**src/rtl/road_pkg.sv**
```systemverilog
// Shared constants for the road obstacle scroller and the VGA drawer that indexes grid_flat.
package road_pkg;

  localparam logic [1:0] ST_IDLE  = 2'd0;
  localparam logic [1:0] ST_RUN   = 2'd1;
  localparam logic [1:0] ST_CHECK = 2'd2;
  localparam logic [1:0] ST_OVER  = 2'd3;

  localparam logic [15:0] LFSR_SEED = 16'hACE1;
  // Taps 16,14,13,11 expressed as bit positions 15,13,12,10.
  localparam logic [15:0] LFSR_TAPS = 16'hB400;

  localparam int unsigned DEF_LANES     = 4;
  localparam int unsigned DEF_ROWS      = 8;
  localparam int unsigned DEF_SPAWN_GAP = 2;
  localparam int unsigned DEF_SCORE_W   = 16;

  // One Fibonacci step: shift left, parity of the tapped bits enters at bit 0.
  function automatic logic [15:0] lfsr_next(input logic [15:0] cur);
    return {cur[14:0], ^(cur & LFSR_TAPS)};
  endfunction

endpackage

```
**src/rtl/lfsr16.sv**
```systemverilog
// 16-bit Fibonacci LFSR supplying the obstacle spawn pattern.
module lfsr16
  import road_pkg::*;
(
  input  logic        CLOCK_50,
  input  logic        reset,
  input  logic        step,
  input  logic        seed_load,
  output logic [15:0] q
);

  logic [15:0] lfsr_q, lfsr_d;

  // Next state: reload, recover from the lock-up state, or advance on step.
  always_comb begin
    lfsr_d = lfsr_q;
    if (seed_load || (lfsr_q == '0)) begin
      lfsr_d = LFSR_SEED;
    end else if (step) begin
      lfsr_d = lfsr_next(lfsr_q);
    end
  end

  // LFSR register, seeded on reset.
  always_ff @(posedge CLOCK_50 or posedge reset) begin
    if (reset) begin
      lfsr_q <= LFSR_SEED;
    end else begin
      lfsr_q <= lfsr_d;
    end
  end

  assign q = lfsr_q;

endmodule

```
**src/rtl/road_obstacle_scroller.sv**
```systemverilog
// Scrolls the obstacle grid one row per accepted tick, spawns new rows from an LFSR,
// detects a collision with the player's lane and keeps the survival score.
module road_obstacle_scroller
  import road_pkg::*;
#(
  parameter int unsigned LANES     = DEF_LANES,
  parameter int unsigned ROWS      = DEF_ROWS,
  parameter int unsigned SPAWN_GAP = DEF_SPAWN_GAP,
  parameter int unsigned SCORE_W   = DEF_SCORE_W
) (
  input  logic                     CLOCK_50,
  input  logic                     reset,
  input  logic                     tick,
  input  logic                     start,
  input  logic [2:0]               player_lane,
  output logic [LANES*ROWS-1:0]    grid_flat,
  output logic                     upd_pulse,
  output logic [SCORE_W-1:0]       score,
  output logic                     game_over,
  output logic                     running
);

  localparam int unsigned GridW = LANES * ROWS;
  localparam int unsigned CntW  = (SPAWN_GAP > 1) ? $clog2(SPAWN_GAP) : 1;
  localparam logic [CntW-1:0] CntLast = CntW'(SPAWN_GAP - 1);
  localparam logic [2:0]      LaneMax = 3'(LANES - 1);

  logic [1:0]         state_q, state_d;
  logic [GridW-1:0]   grid_q, grid_d;
  logic [CntW-1:0]    cnt_q, cnt_d;
  logic [SCORE_W-1:0] score_q, score_d;
  logic               upd_q, upd_d;

  logic [15:0]        lfsr;
  logic               lfsr_step;
  logic [LANES-1:0]   spawn_mask;
  logic [LANES-1:0]   new_row;
  logic [LANES-1:0]   bottom_row;
  logic [LANES-1:0]   lane_sel;
  logic [2:0]         lane;
  logic               collide;

  lfsr16 u_lfsr (
    .CLOCK_50  (CLOCK_50),
    .reset     (reset),
    .step      (lfsr_step),
    .seed_load (1'b0),
    .q         (lfsr)
  );

  // Spawn pattern from the current LFSR value; never block every lane.
  always_comb begin
    spawn_mask = lfsr[LANES-1:0];
    if (&spawn_mask) begin
      spawn_mask[0] = 1'b0;
    end
  end

  assign new_row    = (cnt_q == '0) ? spawn_mask : '0;
  assign bottom_row = grid_q[GridW-1 -: LANES];
  assign lane       = (player_lane > LaneMax) ? LaneMax : player_lane;
  assign lane_sel   = LANES'(1) << lane;
  assign collide    = |(bottom_row & lane_sel);

  // Game FSM, grid shift, spawn counter and score next-state.
  always_comb begin
    state_d   = state_q;
    grid_d    = grid_q;
    cnt_d     = cnt_q;
    score_d   = score_q;
    upd_d     = 1'b0;
    lfsr_step = 1'b0;
    unique case (state_q)
      ST_IDLE: begin
        grid_d  = '0;
        score_d = '0;
        cnt_d   = '0;
        if (start) begin
          state_d = ST_RUN;
        end
      end
      ST_RUN: begin
        if (tick) begin
          grid_d    = {grid_q[GridW-LANES-1:0], new_row};
          cnt_d     = (cnt_q == CntLast) ? '0 : cnt_q + 1'b1;
          lfsr_step = 1'b1;
          state_d   = ST_CHECK;
        end
      end
      ST_CHECK: begin
        // Ticks arriving here are dropped on purpose.
        upd_d = 1'b1;
        if (collide) begin
          state_d = ST_OVER;
        end else begin
          if (~&score_q) begin
            score_d = score_q + 1'b1;
          end
          state_d = ST_RUN;
        end
      end
      ST_OVER: begin
        // LFSR keeps running state so the next game sees a different road.
        if (start) begin
          grid_d  = '0;
          score_d = '0;
          cnt_d   = '0;
          state_d = ST_IDLE;
        end
      end
      default: state_d = ST_IDLE;
    endcase
  end

  // State registers, cleared asynchronously.
  always_ff @(posedge CLOCK_50 or posedge reset) begin
    if (reset) begin
      state_q <= ST_IDLE;
      grid_q  <= '0;
      cnt_q   <= '0;
      score_q <= '0;
      upd_q   <= 1'b0;
    end else begin
      state_q <= state_d;
      grid_q  <= grid_d;
      cnt_q   <= cnt_d;
      score_q <= score_d;
      upd_q   <= upd_d;
    end
  end

  assign grid_flat = grid_q;
  assign upd_pulse = upd_q;
  assign score     = score_q;
  assign game_over = (state_q == ST_OVER);
  assign running   = (state_q == ST_RUN) || (state_q == ST_CHECK);

endmodule
```
**config.mk**
```make
export PLATFORM = sky130hd
export DESIGN_NAME = road_obstacle_scroller
export DESIGN_NICKNAME = d
export VERILOG_FILES = /design/src/rtl/road_pkg.sv /design/src/rtl/lfsr16.sv /design/src/rtl/road_obstacle_scroller.sv
export SDC_FILE = /design/constraint.sdc
export NUM_CORES = 1
export LEC_CHECK = 0
export BUFFER_PORTS_ARGS = -buffer_cell sky130_fd_sc_hd__buf_2
export CORE_UTILIZATION = 45
export DETAILED_ROUTE_END_ITERATION = 12
export PLACE_DENSITY = 0.72
export SYNTH_ARGS = -nofsm -noshare
export SYNTH_HDL_FRONTEND = slang
export SYNTH_SLANG_ARGS = --single-unit
```
**constraint.sdc**
```tcl
create_clock -name CLOCK_50 -period 1.8 [get_ports CLOCK_50]
set_input_delay 0.18 -clock CLOCK_50 [delete_from_list [all_inputs] [get_ports CLOCK_50]]
set_output_delay 0.18 -clock CLOCK_50 [all_outputs]
set_load 0.01 [all_outputs]
```
After elaboration in Yosys (flattened, before gate mapping) --
Index checks and enable logic that the tools add are counted.
Word-level totals: register bits 68, input bits 7, output and inout port bits 51, logic and storage cells 56
Operators by class: add/sub/neg operators 2, magnitude comparators 1, equality and inequality tests 8, shifts and indexed selects 1, mux-type cells 24, bitwise logic cells 1, reduce and logical (&&, ||, !) cells 13
Operators with widths (count):
- $pmux W32 S3 | 1
- $mux W16 | 5
- $mux W32 | 2
- $pmux W16 S3 | 1
- $add A16 B1 Y16 const B | 1
- $logic_not A16 Y1 | 1
- $reduce_and A16 Y1 | 1
- $reduce_xor A16 Y1 | 1
- $ne A2 B2 Y1 const B | 5
- $mux W2 | 4
- $pmux W2 S4 | 1
- $reduce_and A4 Y1 | 2
- $mux W1 | 7
- $reduce_and A3 Y1 | 2
- $reduce_bool A3 Y1 | 2
- $and A4 B4 Y4 | 1
- $eq A2 B2 Y1 const B | 2
- $mux W4 | 1
- $reduce_or A4 Y1 | 1
- $shl A1 B3 Y4 const A | 1
- $gt A3 B2 Y1 const B | 1
- $mux W3 | 1
- $pmux W1 S3 | 1
- $eq A2 B1 Y1 const B | 1
- other kinds (4) | 4

Depth between registers and ports, before layout --
depth after elaboration 7, depth in mapped cells 9, depth with buffers taken out 7

Cells and area by module --
From an unflattened synthesis, not the netlist that was laid out.
Second synthesis, totals: cell total of the unflattened synthesis 349, area, all modules 3331.9 um2
Modules (own cells, without submodules):
- road_obstacle_scroller | times used 1, cells each 286, area an instance 2537.4 um2, sequential area each 1301.2 um2
- lfsr16 | times used 1, cells each 63, area an instance 794.5 um2, sequential area each 410.4 um2

Worst setup path after synthesis --
No wires, ideal clock.
path type register to register, from register state_q[0], to register score_q[3] (netlist: score[3]), library setup time 0.079 ns, arrival 1.834 ns, required time 1.721 ns, setup slack -0.113 ns, stages on the path, launching flop included 9, path buffers 1, clock period less this slack 1.913 ns, path through dfrtp_1 -> inv_1 -> ha_1 -> buf_2 -> nand2_1 -> a2bb2oi_2 -> nand2_2 -> or4_1 -> a21oi_1
Between the ends: longest elaborated chain between the ends 3, elaborated cells on any way between the ends 9, those cells by class eq/ne: 5; mux: 1; reduce/logical: 3
RTL lines:
- start, declared | line road_obstacle_scroller.sv:28 | logic [1:0] state_q, state_d;
- start signal, assigned | line road_obstacle_scroller.sv:124 | state_q <= state_d;
- $eq A2 B2 Y1 / $logic_not A2 Y1 (equally long branches) | line road_obstacle_scroller.sv:73 | unique case (state_q)
- $ne A2 B2 Y1 (no source line) / $reduce_bool A3 Y1 (equally long branches)
- $reduce_and A4 Y1 (no source line)
- end signal, assigned | line road_obstacle_scroller.sv:127 | score_q <= score_d;
- end, declared | line road_obstacle_scroller.sv:31 | logic [SCORE_W-1:0] score_q, score_d;
Parallel ways exist; a longest one is shown, timed or not. A chain may end at the register's enable or synchronous reset.

Final worst setup path --
from register state_q[1], to register grid_q[23] (netlist: grid_flat[23])
Between the ends: longest elaborated chain between the ends 3, elaborated cells on any way between the ends 8, those cells by class eq/ne: 4; mux: 1; reduce/logical: 3
RTL lines:
- $eq A2 B2 Y1 (tied with other cells) | line road_obstacle_scroller.sv:73
- $ne A2 B2 Y1 (no source line) / $reduce_bool A3 Y1 (equally long branches)
- $reduce_and A3 Y1 (no source line)
- end signal, assigned | line road_obstacle_scroller.sv:125 | grid_q <= grid_d;
- end, declared | line road_obstacle_scroller.sv:29 | logic [GridW-1:0] grid_q, grid_d;
Parallel ways exist; a longest one is shown, timed or not.

==> summary.txt <==
worst-path cell chain -> ha_4 > nor2b_4 > buf_4 > buf_6 > buf_6 > nor3_4 > clkbuf_16 > nand3_1 > nand2_1
Clock Skews -> 0.00768 ns
final setup vio count -> 46
P_leak -> 2.45 nW
Max Freq -> 502 MHz
RSZ-0062 raised after global routing -> true
total number of clock tree sinks -> 68
uppermost layer routed -> met4
slowest CP cell -> dfrtp_2
crit-path max FO -> 8
setup TNS -> -5.73 ns
vias in the first global route -> 2685
drt first pass iters -> 4
Worst Slack Setup Final -> -0.192 ns
Synth area leader -> dfrtp_1
Iteration-0 DRC Markers -> 197
clk buf depth -> 2
met2 WL post-DR -> 4820 um
largest net degree at the start of global routing -> 69
Area Overhead vs Synth -> 46.1%
Critical path origin -> state_q[1]
# diodes -> 0
DP Wirelength -> 5050 um
Top FF cell, synth -> dfrtp_1
TritonCTS buffer count -> 9
cells taking the most area after synthesis -> dfrtp_1 47%, nand2_1 14%, nand3_1 7.0%
met1 WL -> 3790 um
die width -> 86.6 um
Post-Layout Inst Area -> 0.00470 mm^2
Via Count -> 3093
Final min period -> 1.99 ns
maxcap violations -> 0
Worst setup EP type -> register
Netlist Area Pre-Place -> 0.00322 mm^2
pin slew with the least headroom to its limit -> 0.385 ns
top-area cell type share of the netlist area -> 0.467
die area -> 0.00749 mm^2
initial antenna violation count -> 0
multi-input logic area -> 0.00176 mm^2
flops & latches, synth -> 68
part of the Yosys area used for sequential elements -> 0.532
worst-skew pair later-pin latency -> 0.35 ns
Avg Cell Area, Syn -> 9.12 um^2
Reg-to-Reg Start -> state_q[1]
Root Buffer -> clkbuf_8
Antenna Nets Post-Route -> 0
Ports -> 58
crit path kind -> register to register
Arrival @ worst endpoint -> 2.28 ns
vias per cell -> 5.54
metal3 WL -> 487 um
synthesized instance count -> 353
post-layout power -> 6.86 mW
Routed WL -> 9220 um
CP most frequent cell -> buf_6
Site Rows -> 30
Netlist cell types -> 43
Tcrit/Tclk final -> 1.11
fin. max-slew vios -> 0
H-tree depth -> 3
Worst IR Drop VDD -> 795 uV
Initial Utilization -> 0.468
run status -> finished, violations left
Hold Crit Start -> start
Critical Path Source Type -> register
CP peak stage delay -> 0.47 ns
Rel. slew slack -> 0.740
post-synth net total -> 367
DR WL/cell -> 16.5 um
synth warn -> 0
CTS tree -> yes
total global-route track usage -> 0.222
port bufs -> 57
Placed Area -> 0.00389 mm^2
Reg2Reg Setup Slack -> -0.19 ns
Fin. Hold Viols -> 0
register area -> 0.00171 mm^2
Filler cells -> 514
EDFF count, synth -> 0
core area -> 0.00687 mm^2
first-pass GRT wire length -> 12700 um
Final Net Count -> 471
Async S/R FF share, synth -> 1.00
WP data required -> 2.09 ns
routability cong. -> 0.834
die height -> 86.6 um
share of layout cells above drive strength 1 -> 0.442
Power Density -> 1460 mW/mm^2
grt ovf -> 0
Hold WC Path Type -> input pin to register
violated checks -> negative setup slack
clock slew at reported path FFs -> 0.08 ns
Residual DRC -> 0
report_power, final:
part           switching [mW]  internal, mW
combinational            1.82          1.63
clock                   0.607         0.674
sequential              0.285          1.85
total                    2.71          4.15
path summary, 6_finish.rpt:
path                            endpoint  cells after the start
hold reg to reg             u_lfsr.q[11]                      2
min in group asynchronous      upd_pulse                      4
setup reg to reg           grid_flat[23]                      9
hold / removal                state_q[0]                      3
max in group asynchronous    u_lfsr.q[5]                      4
setup / recovery           grid_flat[23]                      9
synthesized netlist by cell type, types with 2 or more instances:
cell      number
a21boi_0       2
a21oi_1       11
and2_0         2
buf_2          3
clkbuf_1      13
dfrtp_1       60
dfstp_2        8
ha_1           7
inv_1          7
mux2i_1        5
nand2_1      118
nand2b_1       5
nand3_1       45
nand4_1        6
nand4b_1       2
nor2_1         4
nor2b_1        3
nor3_1         5
nor4_1         2
o211ai_1       2
o21ai_0        5
o31ai_1        9
or3_1          3
or4_1          7
layout by cell type, fill, tap and decap left out, drive strengths merged, types with 7 or more instances in the layout:
cell type,Yosys,layout
nand3,45,45
clkbuf,13,16
dfrtp,60,60
nand2,119,119
buf,4,103
ha,7,7
dfstp,8,8
a21oi,11,11
o31ai,9,9
or4,7,7
critical path: cells and delay by family (launching register included):
family | cells | cell delay [ns]
flip-flops | 1 | 0.47
buffers and inverters | 4 | 0.60
AND/OR/NAND/NOR | 4 | 0.68
adder cells (fa/ha/maj) | 1 | 0.18
per-layer routing:
layer  up-vias  track usage
li1       1428            -
met1      1559        0.281
met2        94        0.375
met3        12       0.0610
met4         0       0.0606
met5         -            0
final cells by class:
type | instances | share of cell area
multi-input cells | 261 | 0.374
flip-flops and latches | 68 | 0.365
repair buffers | 110 | 0.187
clock buffers | 10 | 0.0293
well taps | 96 | 0.0256
clock inverters | 6 | 0.0136
inverters | 7 | 0.00639
registers in the layout, summed over array words and instances (netlist names):
register and cells:
cnt_q 1, grid_flat 32, score 16, state_q 2, u_lfsr.q 16, upd_pulse 1
logic make-up (layout without fill, tap and decap cells):
| logic type | count (synthesis) | count (layout) | share of synthesized area |
|---|---|---|---|
| adders and majority gates | 7 | 7 | 0.0272 |
| AOI/OAI and AO/OA | 33 | 33 | 0.0727 |
| muxes | 6 | 6 | 0.0202 |
| DFF | 68 | 68 | 0.532 |
| buffers and inverters | 24 | 133 | 0.0292 |
| and+or+nand+nor | 213 | 213 | 0.313 |
| xor gates and xnor gates | 2 | 2 | 0.00544 |
what timing repair did:
action	in CTS	in global routing
endpoints found under the setup margin	48	51
gates cloned	1	6
pin swaps	4	41
endpoints found under the hold margin	60	0
resized for setup	17	70
hold buffers	1	0
buffers inserted	4	7
metrics by stage:
step	instances	setup WS (ns)	utilization	hold slack, ns
2_1_floorplan	353	-0.0620	-	0.334
3_3_place_gp	525	-0.149	0.567	0.304
3_5_place_dp	525	-0.179	0.567	0.307
4_1_cts	547	-0.149	0.617	0.279
5_1_grt	558	-0.265	0.684	0.309
6_report	558	-0.192	0.684	0.281
No activity file was read; power rests on OpenSTA's default activity.
